$ cat src/rtl/mem_arbiter.sv
// Two-icache plus data-side arbiter for one memory port; one-cycle IDLE arbitration, grants held until the word completes.
// Stalls requesters via iwait/dwait while ramwait is high; a starved icache is inserted after a completed data word.
module mem_arbiter #(
  parameter int unsigned STARVE_MAX = 8
) (
  input  logic        CLK,
  input  logic        nRST,
  input  logic [1:0]  iREN,
  input  logic [31:0] iaddr0,
  input  logic [31:0] iaddr1,
  output logic [1:0]  iwait,
  output logic [31:0] iload,
  input  logic        dREN,
  input  logic        dWEN,
  input  logic [31:0] daddr,
  input  logic [31:0] dstore,
  output logic        dwait,
  output logic [31:0] dload,
  output logic        ramREN,
  output logic        ramWEN,
  output logic [31:0] ramaddr,
  output logic [31:0] ramstore,
  input  logic [31:0] ramload,
  input  logic        ramwait
);

  typedef enum logic [1:0] {IDLE, DGNT, I0GNT, I1GNT} state_t;

  localparam logic [3:0] STARVE_LIM = STARVE_MAX[3:0];

  state_t     state;
  logic       last_i;
  logic [3:0] starve;

  logic   d_req;
  logic   i_any;
  logic   starved;
  logic   i_pick;
  state_t i_next;
  logic   in_icache;
  logic   cur_core;
  logic   i_hold;
  logic   i_done;

  assign d_req     = dREN | dWEN;
  assign i_any     = |iREN;
  assign starved   = (starve >= STARVE_LIM);
  // Round-robin between the cores only matters when both are asking.
  assign i_pick    = (iREN == 2'b11) ? ~last_i : iREN[1];
  assign i_next    = i_pick ? I1GNT : I0GNT;
  assign in_icache = (state == I0GNT) || (state == I1GNT);
  assign cur_core  = (state == I1GNT);
  assign i_hold    = iREN[cur_core];
  assign i_done    = in_icache && i_hold && !ramwait;

  always_comb begin
    iwait    = 2'b11;
    iload    = '0;
    dwait    = 1'b1;
    dload    = '0;
    ramREN   = 1'b0;
    ramWEN   = 1'b0;
    ramaddr  = '0;
    ramstore = '0;
    unique case (state)
      DGNT: begin
        ramaddr = daddr;
        if (dWEN) begin
          ramWEN   = 1'b1;
          ramstore = dstore;
        end else begin
          ramREN = dREN;
        end
        if (d_req && !ramwait) begin
          dwait = 1'b0;
          if (!dWEN) dload = ramload;
        end
      end
      I0GNT, I1GNT: begin
        ramREN  = 1'b1;
        ramaddr = cur_core ? iaddr1 : iaddr0;
        if (i_done) begin
          iwait[cur_core] = 1'b0;
          iload           = ramload;
        end
      end
      default: ;
    endcase
  end

  always_ff @(posedge CLK or negedge nRST) begin
    if (!nRST) begin
      state  <= IDLE;
      last_i <= 1'b1;
      starve <= '0;
    end else begin
      if (i_done)
        starve <= '0;
      else if (state == DGNT && i_any && starve != 4'hF)
        starve <= starve + 4'd1;

      unique case (state)
        IDLE: begin
          if (i_any && starved)  state <= i_next;
          else if (d_req)        state <= DGNT;
          else if (i_any)        state <= i_next;
        end
        DGNT: begin
          if (!d_req)                           state <= IDLE;
          else if (!ramwait && starved && i_any) state <= i_next;
        end
        I0GNT, I1GNT: begin
          // A withdrawn fetch leaves without a response and keeps the fairness order.
          if (!i_hold) begin
            state <= IDLE;
          end else if (!ramwait) begin
            state  <= IDLE;
            last_i <= cur_core;
          end
        end
        default: state <= IDLE;
      endcase
    end
  end

endmodule

$ cat config.mk
export PLATFORM = sky130hd
export DESIGN_NAME = mem_arbiter
export DESIGN_NICKNAME = d
export VERILOG_FILES = /design/src/rtl/mem_arbiter.sv
export SDC_FILE = /design/constraint.sdc
export NUM_CORES = 1
export LEC_CHECK = 0
export ABC_AREA = 1
export BUFFER_PORTS_ARGS = -buffer_cell sky130_fd_sc_hd__buf_2
export CAP_MARGIN = 10
export CORE_AREA = 2 2 118 120
export CTS_CLUSTER_SIZE = 28
export DETAILED_ROUTE_END_ITERATION = 8
export DIE_AREA = 0 0 120 122
export SKIP_LAST_GASP = 1
export SYNTH_ARGS = -nofsm -noshare
export SYNTH_HDL_FRONTEND = slang
export SYNTH_SLANG_ARGS = --single-unit
$ cat constraint.sdc
create_clock -name CLK -period 4.35 [get_ports CLK]
set_clock_uncertainty 0.2 [all_clocks]
set_input_delay 0.435 -clock CLK [delete_from_list [all_inputs] [get_ports CLK]]
set_output_delay 0.435 -clock CLK [all_outputs]
set_load 0.02 [all_outputs]
==> out/metrics.cfg <==
[routing]
drc=0
num_vias=3287
totalWireLength_mm=9.18
drt_iter0_drc=172
postRouteAntennaNets=0
dr.pass1.iters=4
wl_per_cell_um=10.7
avgViaCountPerCell=3.84

[worst_setup_path]
cp-endpoint=dload[29]
path_cells=buf_4 -> inv_2 -> nand2_4 -> nor2_4 -> inv_2 -> nor2_4 -> nand2_2 -> nor2_1 -> buf_2
worst-r2r-cell-count=7
startpoint=state[1]
max_stage_delay_ps=400
r2r_start=state[0]
endpoint_kind=output pin
r2r_end=starve[3]
path_class=register to output pin
path_max_fanout=36
startpoint_type=register
cp.depth=9
cp_slowest_cell=nand2_2
critPathTopFamily=simple AND/OR/NAND/NOR gates
worst_ep_arrival_time_ps=2330
cp_data_required_time_ps=3710
r2r_setup_slack_ps=2190
path_buf_inv=4

[yosys]
synth_cell_types=22
yosys_register_bits=7
netlist_instances=394
synth_area_leaders=nor2_1 25%, nand2_1 17%, o21ai_0 16%
netlist_area_sq_um=1870
synth_area_leader_cell=nor2_1
ys_seq_area_share_pct=9.43
synth_area_per_cell_sq_um=4.75
synth_warnings=0
syn_nets=563
synth_top_cell_area_share_pct=24.7

[grt]
use_met1_pct=13.6
use_met3_pct=3.00
grt-ovfl-total=0
antenna_found_initial=1
grt_pass1_wl_mm=13.2
gr-max-usage-layer=met2
grtUsageTotal_pct=11.0
grt_start_max_net_pins=37
grt_pass1_vias=2718
gr-usage-met2_pct=19.5

[finish]
nets=844
final_util_pct=26.4
final_area_sq_um=3560
fin_cells=855
final.fill_count=1557
area_growth_pct=90.4
multi_input_area_sq_um=1370
ff_latch_area_sq_um=176
drive_gt1_share_pct=48.5

[cts]
cts_buffers=3
clockRootBuffer=clkbuf_16
clk_path_buf_depth=2
post_cts_buffers=0
cts_sinks=7
cts_tree=done
path_clk_slew_ps=40
cts_max_level=1
clock_latency_ps=230

[placement]
hpwl_mm=7.48
place.gp.congestion=0.838
dpl.cell_count=849
io_buffers=299
placed_area_sq_um=3470

[sta]
post-route-min-period_ps=2960
slew_headroom_pct=51.8
fmax_ghz=0.338
setup-violations-final=0
fin_setup_tns_ps=0
max_slew.worst_pin.slew_ps=720
final_max_slew_viol_count=0
hold_viol_final=0
finalCritPeriodShare_pct=68.0
holdWs_ps=270
rsz0062_at_grt=false

[pwr]
power.share.clock_pct=9.8
internal_power_uw=637
p_per_area_nw_per_um2=460
sw_frac_of_total_pct=61.1
power.leakage_nw=2.32
power_frac_comb_pct=82.3
ir_worst_vdd_mv=0.230
p_sw_uw=1000
pwr-share-seq_pct=8.0

[worst_hold_path]
hold_path.class=register to register

[floorplanning]
die_x_um=120
core_sq_um=13500
num_io_pins=300
start_util_pct=13.9
fp.dieH_um=122
dieArea_sq_um=14600
placementRows=43

[job]
drv_cap=0

[run_status]
status=finished clean

==> flip-flops by register name, indices dropped and copies added (netlist names) <==
| signal | flops |
|---|---|
| starve | 4 |
| state | 2 |
| last_i | 1 |
==> power groups by stage <==
stage	Combinational (mW)	Sequential, mW	Clock [mW]
floorplan	0.934	0.120	0
global route	1.49	0.136	0.168
detailed placement	1.35	0.130	0
CTS	1.36	0.130	0.163
global placement	1.35	0.129	0
finish	1.35	0.130	0.160
==> tightest hold or removal path: cells and delay by family (launching register included) <==
kind          cells  cell delay (ps)
simple gates      2              100
flops             1              360
==> cell families after synthesis <==
logic type,count (synthesis),share of synthesized area [%]
adders and majority gates,2,1.34
xor gates and xnor gates,1,0.468
AOI/OAI and AO/OA,69,18.6
and+or+nand+nor,241,52.8
DFF,7,9.43
buffers and inverters,74,17.4
==> repair_timing <==
item,in CTS,in global routing
resized for setup,0,0
setup endpoints to repair,0,0
endpoints found under the hold margin,6,0
hold buffers,1,0
==> cells in the final DEF, fill, tap and decap left out <==
cell type      synthesis  final
nand2_1               85     85
o21ai_1                6      6
nor2_1               123    123
nor2_2                13     13
clkbuf_16              0      3
nand4_1                2      2
o21bai_1               1      1
clkbuf_1              20      1
ha_1                   2      2
xor2_1                 1      1
buf_2                  2    299
diode_2                0      1
dfrtp_1                6      6
nor3b_1                1      1
dfstp_2                1      1
nand2_4                1      1
a21oi_1                2      2
o21ai_0               60     60
inv_2                  3      3
nand2_2                1      1
inv_1                 43     43
dlygate4sd3_1          0      1
nor2_4                 2      2
buf_4                  0      4
nand3_1               13     13
==> per-layer routing <==
metal,vias to the layer above,part of all wire [%]
met1,1374,41
met5,-,0
met4,0,0.23
li1,1758,-
met3,2,8.7
met2,153,50
==> synthesized netlist by cell type <==
master	count
nor2_1	123
nand2_1	85
o21ai_0	60
inv_1	43
clkbuf_1	20
nand3_1	13
nor2_2	13
buf_6	6
dfrtp_1	6
o21ai_1	6
inv_2	3
a21oi_1	2
buf_2	2
ha_1	2
nand4_1	2
nor2_4	2
dfstp_2	1
nand2_2	1
nand2_4	1
nor3b_1	1
o21bai_1	1
xor2_1	1
==> area by class of cell <==
class                           count  area share (%)
Timing Repair Buffer              304            43.1
Multi-Input combinational cell    313            38.4
Tap cell                          180            6.32
Sequential cell                     7            4.95
Inverter                           46            4.85
Clock buffer                        4            2.21
Antenna cell                        1          0.0703
==> how the worst min path moves through the flow <==
stage	end	slack, ps	start	depth (start not counted)
2_1_floorplan	starve[0]	-60	nRST	0
3_3_place_gp	starve[0]	80	nRST	1
3_5_place_dp	starve[0]	90	nRST	1
4_1_cts	last_i	270	last_i	2
5_1_grt	last_i	300	last_i	2
6_report	last_i	270	last_i	2
==> metrics by stage <==
step	setup slack, ps	total power [mW]
floorplan	2220	1.05
global placement	1550	1.48
detailed placement	1530	1.48
CTS	1360	1.65
global route	1110	1.79
finish	1390	1.64
No activity file was read; power rests on OpenSTA's default activity.
